`src/rtl/kalman_spi_scheduler.sv`:
```
// Round-robin scheduler sharing one SPI result shifter between NUM_CH filter channels.
// Optional KALMAN_SCHED_OVERWRITE_EN: newest sample overwrites a pending one, counted in o_overrun_cnt.
module kalman_spi_scheduler #(
    parameter int NUM_CH        = 3,
    parameter int DATA_W        = 16,
    parameter int SYNC_STAGES   = 2,
    parameter int STROBE_CYCLES = 2,
    localparam int CW           = $clog2(NUM_CH),
    localparam int SW           = $clog2(STROBE_CYCLES + 1)
) (
    input  logic                     i_clk,
    input  logic                     i_rst,
    input  logic [NUM_CH-1:0]        i_ch_valid,
    input  logic [NUM_CH*DATA_W-1:0] i_ch_data,
    output logic [NUM_CH-1:0]        o_ch_ready,
    input  logic                     i_rpi_cs,
    output logic [DATA_W-1:0]        o_out_data,
    output logic                     o_out_done,
    output logic [CW-1:0]            o_grant_ch,
`ifdef KALMAN_SCHED_OVERWRITE_EN
    output logic [7:0]               o_overrun_cnt,
`endif
    output logic                     o_busy
);

    localparam int IW = CW + 1;

    typedef enum logic [1:0] {S_IDLE, S_LOAD, S_ARMED, S_XFER} state_t;

    state_t                         r_state, w_state_nx;
    logic [SYNC_STAGES-1:0]         r_sync;
    logic                           w_cs_s;
    logic [NUM_CH-1:0][DATA_W-1:0]  r_hold;
    logic [NUM_CH-1:0]              r_pend;
    logic [NUM_CH-1:0]              w_cap;
    logic [NUM_CH-1:0]              w_clr;
    logic [CW-1:0]                  r_rr;
    logic [CW-1:0]                  w_win;
    logic                           w_found;
    logic [IW-1:0]                  w_idx;
    logic [SW-1:0]                  r_cnt;
    logic                           w_grant;
    logic                           w_cnt_inc;
    logic                           w_busy_clr;
    logic                           w_done;
    logic [DATA_W-1:0]              r_out_data;
    logic [CW-1:0]                  r_grant_ch;
    logic                           r_busy;

    // rpi_cs is asynchronous; only the synchronized copy feeds decisions
    always_ff @(posedge i_clk) begin
        if (i_rst) r_sync <= '1;
        else       r_sync <= {r_sync[SYNC_STAGES-2:0], i_rpi_cs};
    end
    assign w_cs_s = r_sync[SYNC_STAGES-1];

`ifdef KALMAN_SCHED_OVERWRITE_EN
    logic [NUM_CH-1:0] w_ovr;
    logic [3:0]        w_ovr_n;
    logic [8:0]        w_ovr_sum;
    logic [7:0]        r_ovr;

    assign w_cap      = i_ch_valid;
    assign o_ch_ready = '1;
    assign w_ovr      = i_ch_valid & r_pend;

    always_comb begin
        w_ovr_n = '0;
        for (int i = 0; i < NUM_CH; i++)
            if (w_ovr[i]) w_ovr_n = w_ovr_n + 4'd1;
        w_ovr_sum = {1'b0, r_ovr} + {5'b0, w_ovr_n};
    end

    always_ff @(posedge i_clk) begin
        if (i_rst)             r_ovr <= '0;
        else if (w_ovr_sum[8]) r_ovr <= 8'hFF;
        else                   r_ovr <= w_ovr_sum[7:0];
    end
    assign o_overrun_cnt = r_ovr;
`else
    assign w_cap      = i_ch_valid & ~r_pend;
    assign o_ch_ready = ~r_pend;
`endif

    // Set beats clear so an overwrite coinciding with a grant stays pending
    assign w_clr = {{(NUM_CH-1){1'b0}}, w_grant} << w_win;

    always_ff @(posedge i_clk) begin
        if (i_rst) begin
            r_pend <= '0;
            r_hold <= '0;
        end else begin
            for (int i = 0; i < NUM_CH; i++)
                if (w_cap[i]) r_hold[i] <= i_ch_data[i*DATA_W +: DATA_W];
            r_pend <= (r_pend & ~w_clr) | w_cap;
        end
    end

    // Search starts one past the last winner and wraps
    always_comb begin
        w_found = 1'b0;
        w_win   = '0;
        w_idx   = '0;
        for (int k = 1; k <= NUM_CH; k++) begin
            w_idx = IW'(r_rr) + IW'(k);
            if (w_idx >= IW'(NUM_CH)) w_idx = w_idx - IW'(NUM_CH);
            if (!w_found && r_pend[w_idx[CW-1:0]]) begin
                w_found = 1'b1;
                w_win   = w_idx[CW-1:0];
            end
        end
    end

    always_ff @(posedge i_clk) begin
        if (i_rst) r_state <= S_IDLE;
        else       r_state <= w_state_nx;
    end

    always_comb begin
        w_state_nx = r_state;
        w_grant    = 1'b0;
        w_cnt_inc  = 1'b0;
        w_busy_clr = 1'b0;
        w_done     = 1'b0;
        case (r_state)
            S_IDLE: begin
                if (w_found && w_cs_s) begin
                    w_grant    = 1'b1;
                    w_state_nx = S_LOAD;
                end
            end
            S_LOAD: begin
                // A falling cs_s kills the strobe in the same cycle
                if (!w_cs_s) begin
                    w_state_nx = S_XFER;
                end else begin
                    w_done = 1'b1;
                    if (r_cnt == SW'(STROBE_CYCLES - 1)) w_state_nx = S_ARMED;
                    else                                 w_cnt_inc  = 1'b1;
                end
            end
            S_ARMED: begin
                if (!w_cs_s) w_state_nx = S_XFER;
            end
            S_XFER: begin
                if (w_cs_s) begin
                    w_busy_clr = 1'b1;
                    w_state_nx = S_IDLE;
                end
            end
            default: w_state_nx = S_IDLE;
        endcase
    end

    always_ff @(posedge i_clk) begin
        if (i_rst) begin
            r_out_data <= '0;
            r_grant_ch <= '0;
            r_busy     <= 1'b0;
            r_rr       <= CW'(NUM_CH - 1);
            r_cnt      <= '0;
        end else if (w_grant) begin
            r_out_data <= r_hold[w_win];
            r_grant_ch <= w_win;
            r_busy     <= 1'b1;
            r_rr       <= w_win;
            r_cnt      <= '0;
        end else begin
            if (w_cnt_inc)  r_cnt  <= r_cnt + 1'b1;
            if (w_busy_clr) r_busy <= 1'b0;
        end
    end

    assign o_out_data = r_out_data;
    assign o_out_done = w_done;
    assign o_grant_ch = r_grant_ch;
    assign o_busy     = r_busy;

endmodule

```
`config.mk`:
```
export PLATFORM = sky130hd
export DESIGN_NAME = kalman_spi_scheduler
export DESIGN_NICKNAME = d
export VERILOG_FILES = /design/src/rtl/kalman_spi_scheduler.sv
export SDC_FILE = /design/constraint.sdc
export NUM_CORES = 1
export LEC_CHECK = 0
export CORE_MARGIN = 1.5
export CORE_UTILIZATION = 46
export CTS_CLUSTER_DIAMETER = 50
export DETAILED_ROUTE_END_ITERATION = 8
export PLACE_DENSITY_LB_ADDON = 0.2
export SLEW_MARGIN = 20
export SYNTH_ARGS = -nofsm -noshare
export SYNTH_HDL_FRONTEND = slang
export SYNTH_SLANG_ARGS = --single-unit
```
`constraint.sdc`:
```
create_clock -name i_clk -period 2.3 [get_ports i_clk]
set_clock_uncertainty 0.05 [all_clocks]
set_input_delay 0.23 -clock i_clk [delete_from_list [all_inputs] [get_ports i_clk]]
set_output_delay 0.23 -clock i_clk [all_outputs]
set_load 0.005 [all_outputs]
```
==> results.toml <==
[global_route]
grt_pass1_wl_mm = 15.2
track_usage_pct = 23.0
grt_pass1_vias = 3151
grt_antenna_before_repair = 0
overflow = 0
grt_start_max_net_pins = 47

[power]
p_per_area_nw_per_um2 = 1210
ir_drop_uv = 544
power_leakage_uw = 0.00176

[sta]
worst_pin_slew_ns = 0.585
maxSlewHeadroom_pct = 60.9
rsz0062_at_grt = "true"
finalCriticalPeriod_ns = 2.22
fin_crit_sh_pct = 96.6
hold_viol = 0
clock.fmax_mhz = 450
setup_viol = 0
setup_ws_ns = 0.0777
slew_viol_final = 0

[route]
first_iter_violations = 260
via_per_inst = 5.44
drcViolationCount = 0
num_vias = 3397
wl_mm = 9.47
dr.pass1.iters = 4
routedWlPerCell_um = 15.2
detail-route-antenna-nets = 0

[logic_synthesis]
synth_nets = 503
seq_area_frac_synth_pct = 43.7
synth_common_cells = "nand2_1 (135), dfxtp_1 (77), a21oi_1 (51)"
ys.warnings.count = 0
ys_seq_elements = 77
avgSynthCellArea_um2 = 8.03
synth-async-reset-ratio_pct = 0
synth_ff_type = "dfxtp_1"
synth.area.top_cells = "dfxtp_1 (44%), nand2_1 (14%), a21oi_1 (7.2%)"
synth.distinct_cells = 47
synth_area_um2 = 3530
yosysMostFrequentCell = "nand2_1"
synth_cells = 439
synth_edf_count = 0
yosysTopAreaCell = "dfxtp_1"
synthDominantCellAreaShare_pct = 43.7

[cells_and_area]
drive_above_1_share_pct = 12.6
nets = 585
diodes = 0
area_growth_pct = 36.4
final_util_pct = 65.6
fin_area_um2 = 4810

[placement]
pre_cts_slack_ns = -0.247
portBuffers = 76
post-dp-hpwl_mm = 6.50
placed_cell_area_um2 = 4460
place.gp.congestion = 0.866

[floorplan]
die_w_um = 90.6
initial_core_util_pct = 48.1
fp.dieH_um = 90.6
die-area_um2 = 8200
pin_count = 77
placementRows = 31
design.core.area_um2 = 7330

[cts]
cts_buffers = 9
cts_tree = "built"
cts.reportedPaths.clkPinSlew_ns = 0.08
cts_hold_buf = 0
numClockSinks = 77
clockBufferDepth = 2
cts_max_level = 3
clk_latency_ns = 0.34
root_buffer = "clkbuf_8"

[critical_path]
endpoint_kind = "flip-flop"
critical_path_class = "reg -> reg"
critPathMaxFanout = 16
critPathArrivalTime_ns = 2.41
cp-start-kind = "flip-flop"
required_ns = 2.49

[status]
outcome = "finished, final reports clean"

[min_path]
hold_path_class = "in -> reg"

[run]
drv_cap = 0
-- cell usage in the layout, fill, tap and decap left out, types with 4 or more instances in the layout --
cell type	n
nor2_1	10
o2bb2ai_1	16
nand2_1	135
dfxtp_1	76
a21oi_1	50
ha_1	7
inv_1	8
buf_4	20
o2111a_1	16
o21ai_0	19
clkdlybuf4s50_1	75
mux2i_1	4
nand3_1	16
clkbuf_8	9
-- worst max-delay path, cell delays in order, from the launching register on --
cell and delay (ns):
dfxtp_2 0.33, inv_2 0.07, buf_4 0.13, ha_4 0.16
mux2i_4 0.27, mux2i_4 0.13, nor4_4 0.28, buf_4 0.20
buf_4 0.13, nor3_4 0.04, buf_12 0.16, o21ai_0 0.09
o2bb2ai_1 0.09
-- state kept, by name, summed over array words and instances (netlist names) --
signal,cells
r_rr,2
o_grant_ch,1
r_cnt,2
r_pend,3
o_out_data,16
o_busy,1
r_sync,2
r_hold,48
r_state,2
-- cell families after synthesis --
| group | share of synthesized area, % |
|---|---|
| AND/OR/NAND/NOR | 22.2 |
| AO/OA/AOI/OAI | 23.2 |
| flip-flops | 43.7 |
| buffers and inverters | 5.15 |
| adder cells (fa/ha/maj) | 3.55 |
| multiplexers | 1.92 |
| XOR/XNOR | 0.248 |
-- path summary, 6_finish.rpt --
kind | startpoint | to | slack, ns | cells after the start
min | i_rst | o_busy | 0.24 | 2
min reg2reg | r_sync[0] | r_sync[1] | 0.36 | 1
max | r_rr[0] | o_out_data[8] | 0.08 | 12
max reg2reg | r_rr[0] | o_out_data[8] | 0.08 | 12
-- through the flow --
stage                     TNS, ns  total power (µW)  hold slack (ns)  cells
after detailed placement    -3.36              4440            0.351    602
after global routing       -0.250              6150            0.277    624
final                           0              5830            0.244    624
after CTS                       0              5390            0.241    618
after global placement      -2.32              4390            0.346    602
after floorplan                 0              3380            0.284    439
-- final cells by class --
type                    count  area, µm²
inverters                  10       37.5
multi-input cells         320       1900
clock inverters             6       40.0
fillers                   634       2520
flip-flops and latches     77       1540
well taps                  99        124
clock buffers               9        124
repair buffers            103       1040
-- metal layers --
layer	track usage [%]	share of wire (%)
met1	32.6	49
met2	34.1	44
met3	5.30	6.2
met4	7.67	1.1
met5	0	0
-- power by group --
group	total, µW	switching [µW]	leakage [µW]	internal (µW)
clock	887	501	0.0000852	385
combinational	3130	1560	0.00104	1570
sequential	1810	205	0.000632	1610
total	5830	2270	0.00176	3560
-- timing repair --
item / 4_1_cts / 5_1_grt
buffers inserted: 1 / 4
cloned: 0 / 2
gates resized for setup: 5 / 13
pin swaps: 1 / 4
endpoints found under the setup margin: 17 / 24
No activity file was read; power rests on OpenSTA's default activity.
